[config.mk]
export PLATFORM = sky130hd
export DESIGN_NAME = pad_cell_input_filter
export DESIGN_NICKNAME = d
export VERILOG_FILES = /design/src/rtl/pad_cell_input_filter_pkg.sv /design/src/rtl/pad_cell_input_filter_sync_chain.sv /design/src/rtl/pad_cell_input_filter.sv
export SDC_FILE = /design/constraint.sdc
export NUM_CORES = 1
export LEC_CHECK = 0
export ABC_AREA = 1
export CAP_MARGIN = 10
export CORE_MARGIN = 2
export CORE_UTILIZATION = 38
export CTS_BUF_LIST = sky130_fd_sc_hd__clkbuf_16
export CTS_CLUSTER_DIAMETER = 100
export DETAILED_ROUTE_END_ITERATION = 12
export PLACE_DENSITY = 0.71
export SLEW_MARGIN = 20
export SYNTH_ARGS = -nofsm -noshare
export SYNTH_HDL_FRONTEND = slang
export SYNTH_SLANG_ARGS = --single-unit
[constraint.sdc]
create_clock -name clk_i -period 2.7 [get_ports clk_i]
set_input_delay 0.54 -clock clk_i [delete_from_list [all_inputs] [get_ports clk_i]]
set_output_delay 0.54 -clock clk_i [all_outputs]
set_load 0.01 [all_outputs]
[src/rtl/pad_cell_input_filter_pkg.sv]
// rtl/pad_cell_input_filter_pkg.sv - pad attribute field layout and filter threshold helper
package pad_cell_input_filter_pkg;

  localparam int unsigned PAD_ATTR_FILT_EN_BIT  = 0;
  localparam int unsigned PAD_ATTR_FILT_THR_LSB = 8;
  localparam int unsigned PAD_ATTR_FILT_THR_W   = 8;

  typedef logic [PAD_ATTR_FILT_THR_W-1:0] pad_filt_thr_t;

  // A disabled filter or a zero threshold both collapse to a one-cycle qualify.
  function automatic pad_filt_thr_t eff_threshold(input logic en, input pad_filt_thr_t thr);
    return (!en || thr == '0) ? pad_filt_thr_t'(1) : thr;
  endfunction

endpackage

[src/rtl/pad_cell_input_filter_sync_chain.sv]
// rtl/pad_cell_input_filter_sync_chain.sv - pad_sync_chain: N-flop synchronizer with reset value
module pad_sync_chain #(
  parameter int unsigned N           = 2,
  parameter logic        RESET_VALUE = 1'b0
) (
  input  logic clk,
  input  logic rst_n,
  input  logic level,
  output logic sync_level
);

  logic [N-1:0] stages;

  // Straight flop-to-flop chain: nothing may sit between stages.
  always_ff @(posedge clk or negedge rst_n) begin
    if (!rst_n) begin
      stages <= {N{RESET_VALUE}};
    end else begin
      stages <= {stages[N-2:0], level};
    end
  end

  assign sync_level = stages[N-1];

endmodule

[src/rtl/pad_cell_input_filter.sv]
// rtl/pad_cell_input_filter.sv - synchronize a pad level, glitch-filter it and emit rise/fall pulses
module pad_cell_input_filter
  import pad_cell_input_filter_pkg::*;
#(
  parameter int unsigned PADATTR     = 16,
  parameter int unsigned SYNC_STAGES = 2,
  parameter logic        RESET_VALUE = 1'b0
) (
  input  logic               clk_i,
  input  logic               rst_ni,
  inout  wire                pad_io,
  input  logic [PADATTR-1:0] pad_attributes_i,
  output logic               pad_out_o,
  output logic               rise_o,
  output logic               fall_o
);

  logic          sync_s;
  logic          out_q, out_d, out_n;
  pad_filt_thr_t cnt_q, cnt_n;
  pad_filt_thr_t thr, teff;
  logic          filt_en;
  logic [8:0]    cnt_inc;
  logic          unused_attr;

  assign pad_io = 1'bz;

  pad_sync_chain #(
    .N           (SYNC_STAGES),
    .RESET_VALUE (RESET_VALUE)
  ) u_sync (
    .clk        (clk_i),
    .rst_n      (rst_ni),
    .level      (pad_io),
    .sync_level (sync_s)
  );

  assign filt_en     = pad_attributes_i[PAD_ATTR_FILT_EN_BIT];
  assign thr         = pad_attributes_i[PAD_ATTR_FILT_THR_LSB +: PAD_ATTR_FILT_THR_W];
  assign teff        = eff_threshold(filt_en, thr);
  assign unused_attr = ^pad_attributes_i[7:1] ^ ^(pad_attributes_i >> 16);

  // Widened increment so the >= compare also covers a threshold lowered mid-count.
  assign cnt_inc = {1'b0, cnt_q} + 9'd1;

  always_comb begin
    out_n = out_q;
    cnt_n = cnt_q;
    if (sync_s == out_q) begin
      cnt_n = '0;
    end else if (cnt_inc >= {1'b0, teff}) begin
      out_n = sync_s;
      cnt_n = '0;
    end else begin
      cnt_n = cnt_inc[7:0];
    end
  end

  always_ff @(posedge clk_i or negedge rst_ni) begin
    if (!rst_ni) begin
      out_q <= RESET_VALUE;
      out_d <= RESET_VALUE;
      cnt_q <= '0;
    end else begin
      out_q <= out_n;
      out_d <= out_q;
      cnt_q <= cnt_n;
    end
  end

  assign pad_out_o = out_q;
  assign rise_o    = out_q & ~out_d;
  assign fall_o    = ~out_q & out_d;

endmodule
==> key figures <==
Outcome
  • Outcome: complete, no violations

Clocking
  • Bufs on Longest Clock Path: 2
  • TritonCTS buffer count: 3
  • PostCTS Resize Cnt: 0
  • CTS tree: yes
  • TritonCTS sink count: 12
  • Post-CTS setup buffer count: 0
  • Hold Buf Count CTS: 0
  • Root buf cell: clkbuf_16
  • # H-tree levels: 1
  • Clock latency on the worst-skew pair: approximately 0.24 ns
  • Worst-path clk slew: ~0.04 ns

Synth
  • Largest family of logic cells by synthesized area: simple AND/OR/NAND/NOR gates
  • Post-Synth Simple-Gate Area: 28.37%
  • Synthesized instance count: between 90 and 100
  • Mapped cell area: about 790 um^2
  • Syn Area/Cell: 8.056 um^2
  • XOR/XNOR Fraction of Synth Area: 8.716%
  • Synth cell types: 19
  • Synth Area in Adders: 14.26%
  • Post-synthesis sequential area ratio: 38.03%
  • Mux cell area share after synthesis: 0%
  • FF+latch count, synth: 12
  • Yosys warns: 0
  • Synth Area in Compound Gates: between 3 and 4%

Critical path
  • Reg2reg setup slack: around 0.54 ns
  • Arrival time worst endpoint: between 2 and 3 ns
  • WP buf/inv: 2
  • R2R cell count: 15
  • Critical R2R Launch: cnt_q[0]
  • Startpoint types: primary input
  • CP endpoint kind: flop
  • Worst Path Class, Setup: in -> reg
  • Crit-path most repeated cell: nand2_1
  • Cell family with most CP delay: simple AND/OR/NAND/NOR gates
  • R2R Path End: pad_out_o
  • Req. time, crit path: 2.83 ns
  • Crit-path cells: clkdlybuf4s50_1 > nor4_1 > a21boi_2 > nand2_1 > ha_1 > nand2_1 > inv_1 > nand3_1 > nand3_1 > nand2_1 > nand2_1 > nand2_1 > nand2_2 > nand2_1 > nand2_1
  • Worst path slowest cell: clkdlybuf4s50_1
  • Worst Path Max Fanout: 9
  • Max incr delay on CP: roughly 0.42 ns

Floorplanning
  • Starting Density: 40.24%
  • Die X: 49.58 um
  • I/O Pins: 22
  • Site Rows: 16
  • Die height: a little under 50 um
  • DIE AREA: 2458 um^2
  • Core Box Area: roughly 2000 um^2

Detailed routing
  • Drt pass-1 iters: 5
  • ANT nets after route: 0
  • Initial DRC count: 10
  • DR vias/cell: ~4.5
  • # DRC: 0
  • Via count: ~640
  • WL final: about 1400 um
  • Wire per inst: ~9.9 um

Placed design
  • Placer Congestion: slightly above 0.7
  • Detail Placement HPWL: about 1100 um
  • Placed instance count: ~140
  • Number of port buffers: 13

STA
  • Setup Skew: between 0.004 and 0.005 ns
  • Worst-Margin Slew: just over 0.5 ns
  • Fin crit period: ~2.4 ns
  • Fmax: ~0.4 GHz
  • Max_slew headroom: 65.41%
  • Period utilization: 90.28%
  • Final Hold Fails: 0
  • Final Setup Violations: 0
  • Max-slew violations: 0

Pwr
  • VDD IR-drop max: 0.0004318 V
  • Leak: 0.5547 nW
  • Pwr Total: 0.0007553 W
  • P per Cell Area: ~730 nW/um^2

Global route
  • Initial antenna violation count: 0
  • GRT Overall Usage: approximately an eighth
  • Largest net degree at the start of global routing: 13
  • Global-route wire length before repair: 2539 um
  • Number of global-route vias before repair: 633
  • GR Overflow Total: 0

Worst hold path
  • Worst hold path type: reg -> reg
  • Critical hold path startpoint: u_sync.stages[0]
  • Worst hold path stage count: 0
  • Worst hold path endpoint: u_sync.stages[1]

Final layout
  • Layout net count: around 140
  • Diodes inserted: 0
  • Layout cell share with drive strength beyond 1: under 10%
  • Area Overhead vs Synth: 30.74%
  • Finished Layout Cells: around 140

Run
  • Max-Cap Viols: 0
[where the power goes]
part	switching (W)	internal [W]	total (W)
Sequential	0.0000305	0.000210	0.000241
Combinational	0.000132	0.000114	0.000246
Clock	0.0000739	0.000195	0.000268
[through the flow]
| stage | TNS (ns) | worst slack (ns) | area (um^2) | util [%] | hold WS (ns) |
|---|---|---|---|---|---|
| 2_1_floorplan | 0 | 0.6769 | 793.3 | - | 0.2444 |
| 3_3_place_gp | -0.03563 | -0.03563 | 949.7 | 48.41 | 0.3406 |
| 3_5_place_dp | -0.3707 | -0.1053 | 949.7 | 48.41 | 0.3450 |
| 4_1_cts | 0 | 0.1435 | 1028 | 52.42 | 0.3540 |
| 5_1_grt | -0.01067 | -0.01067 | 1032 | 52.61 | 0.3729 |
| 6_report | 0 | 0.2624 | 1032 | 52.61 | 0.3512 |
[kinds of logic after synthesis]
logic type | Yosys count
simple gates | 51
buf+inv | 14
flops | 12
fa+ha+maj | 9
xor+xnor | 7
compound gates | 4
other cells | 1
[how the worst max path moves through the flow]
| stage | startpoint | to | cells after the start |
|---|---|---|---|
| detailed placement | pad_attributes_i[8] | pad_out_o | 15 |
| CTS | pad_attributes_i[8] | pad_out_o | 15 |
| finish | pad_attributes_i[8] | pad_out_o | 15 |
| global route | pad_attributes_i[8] | pad_out_o | 15 |
| global placement | pad_attributes_i[9] | pad_out_o | 15 |
| floorplan | pad_attributes_i[9] | pad_out_o | 14 |
[state kept, by name, summed over array words and instances (netlist names)]
signal and cells:
pad_out_o 1, u_sync.stages 2, out_d 1, cnt_q 8
[Yosys cell counts]
library cell	count	area (um^2)
xor2_1	6	52.55
dfrtp_1	12	300.3
nor4_1	2	12.51
a21boi_1	1	7.510
inv_2	1	3.750
nor2_1	10	37.54
nand2_2	1	6.260
buf_4	1	7.510
xnor2_2	1	16.27
inv_1	12	45.04
a21oi_1	2	10.01
nand4_2	1	12.51
nor2_2	2	12.51
conb_1	1	3.750
nand3_1	4	20.02
ha_1	9	112.6
nand3_2	1	10.01
nand2_1	30	112.6
a31oi_1	1	6.260
[layout by cell type, fill, tap and decap left out]
master	count
nor4_1	2
clkdlybuf4s50_1	13
a21oi_1	2
nor2_2	2
nor2_1	10
nand3_2	1
inv_2	1
nand2_1	30
a31oi_1	1
dfrtp_1	12
clkbuf_16	3
nand3_1	4
a21boi_2	1
clkinv_1	1
nand2_2	1
ha_1	9
nand4_2	1
conb_1	2
xor2_1	6
inv_1	12
xnor2_2	1
[layout make-up]
class | count | area (um^2)
Tap cell | 27 | 33.78
Clock buffer | 3 | 75.07
Fill cell | 204 | 929.6
Timing Repair Buffer | 13 | 130.1
Inverter | 13 | 48.80
Clock inverter | 1 | 3.754
Sequential cell | 12 | 300.3
Multi-Input combinational cell | 73 | 440.4
[per-layer routing]
metal / track usage (%) / vias up / part of all wire [%]
met5: 0 / - / 0
met4: 6.944 / 0 / 0.21
met3: 2.727 / 2 / 4.5
met2: 23.11 / 19 / 48
met1: 15.41 / 284 / 47
li1: - / 339 / -
Note: power is estimated with default switching activity, not from simulation.
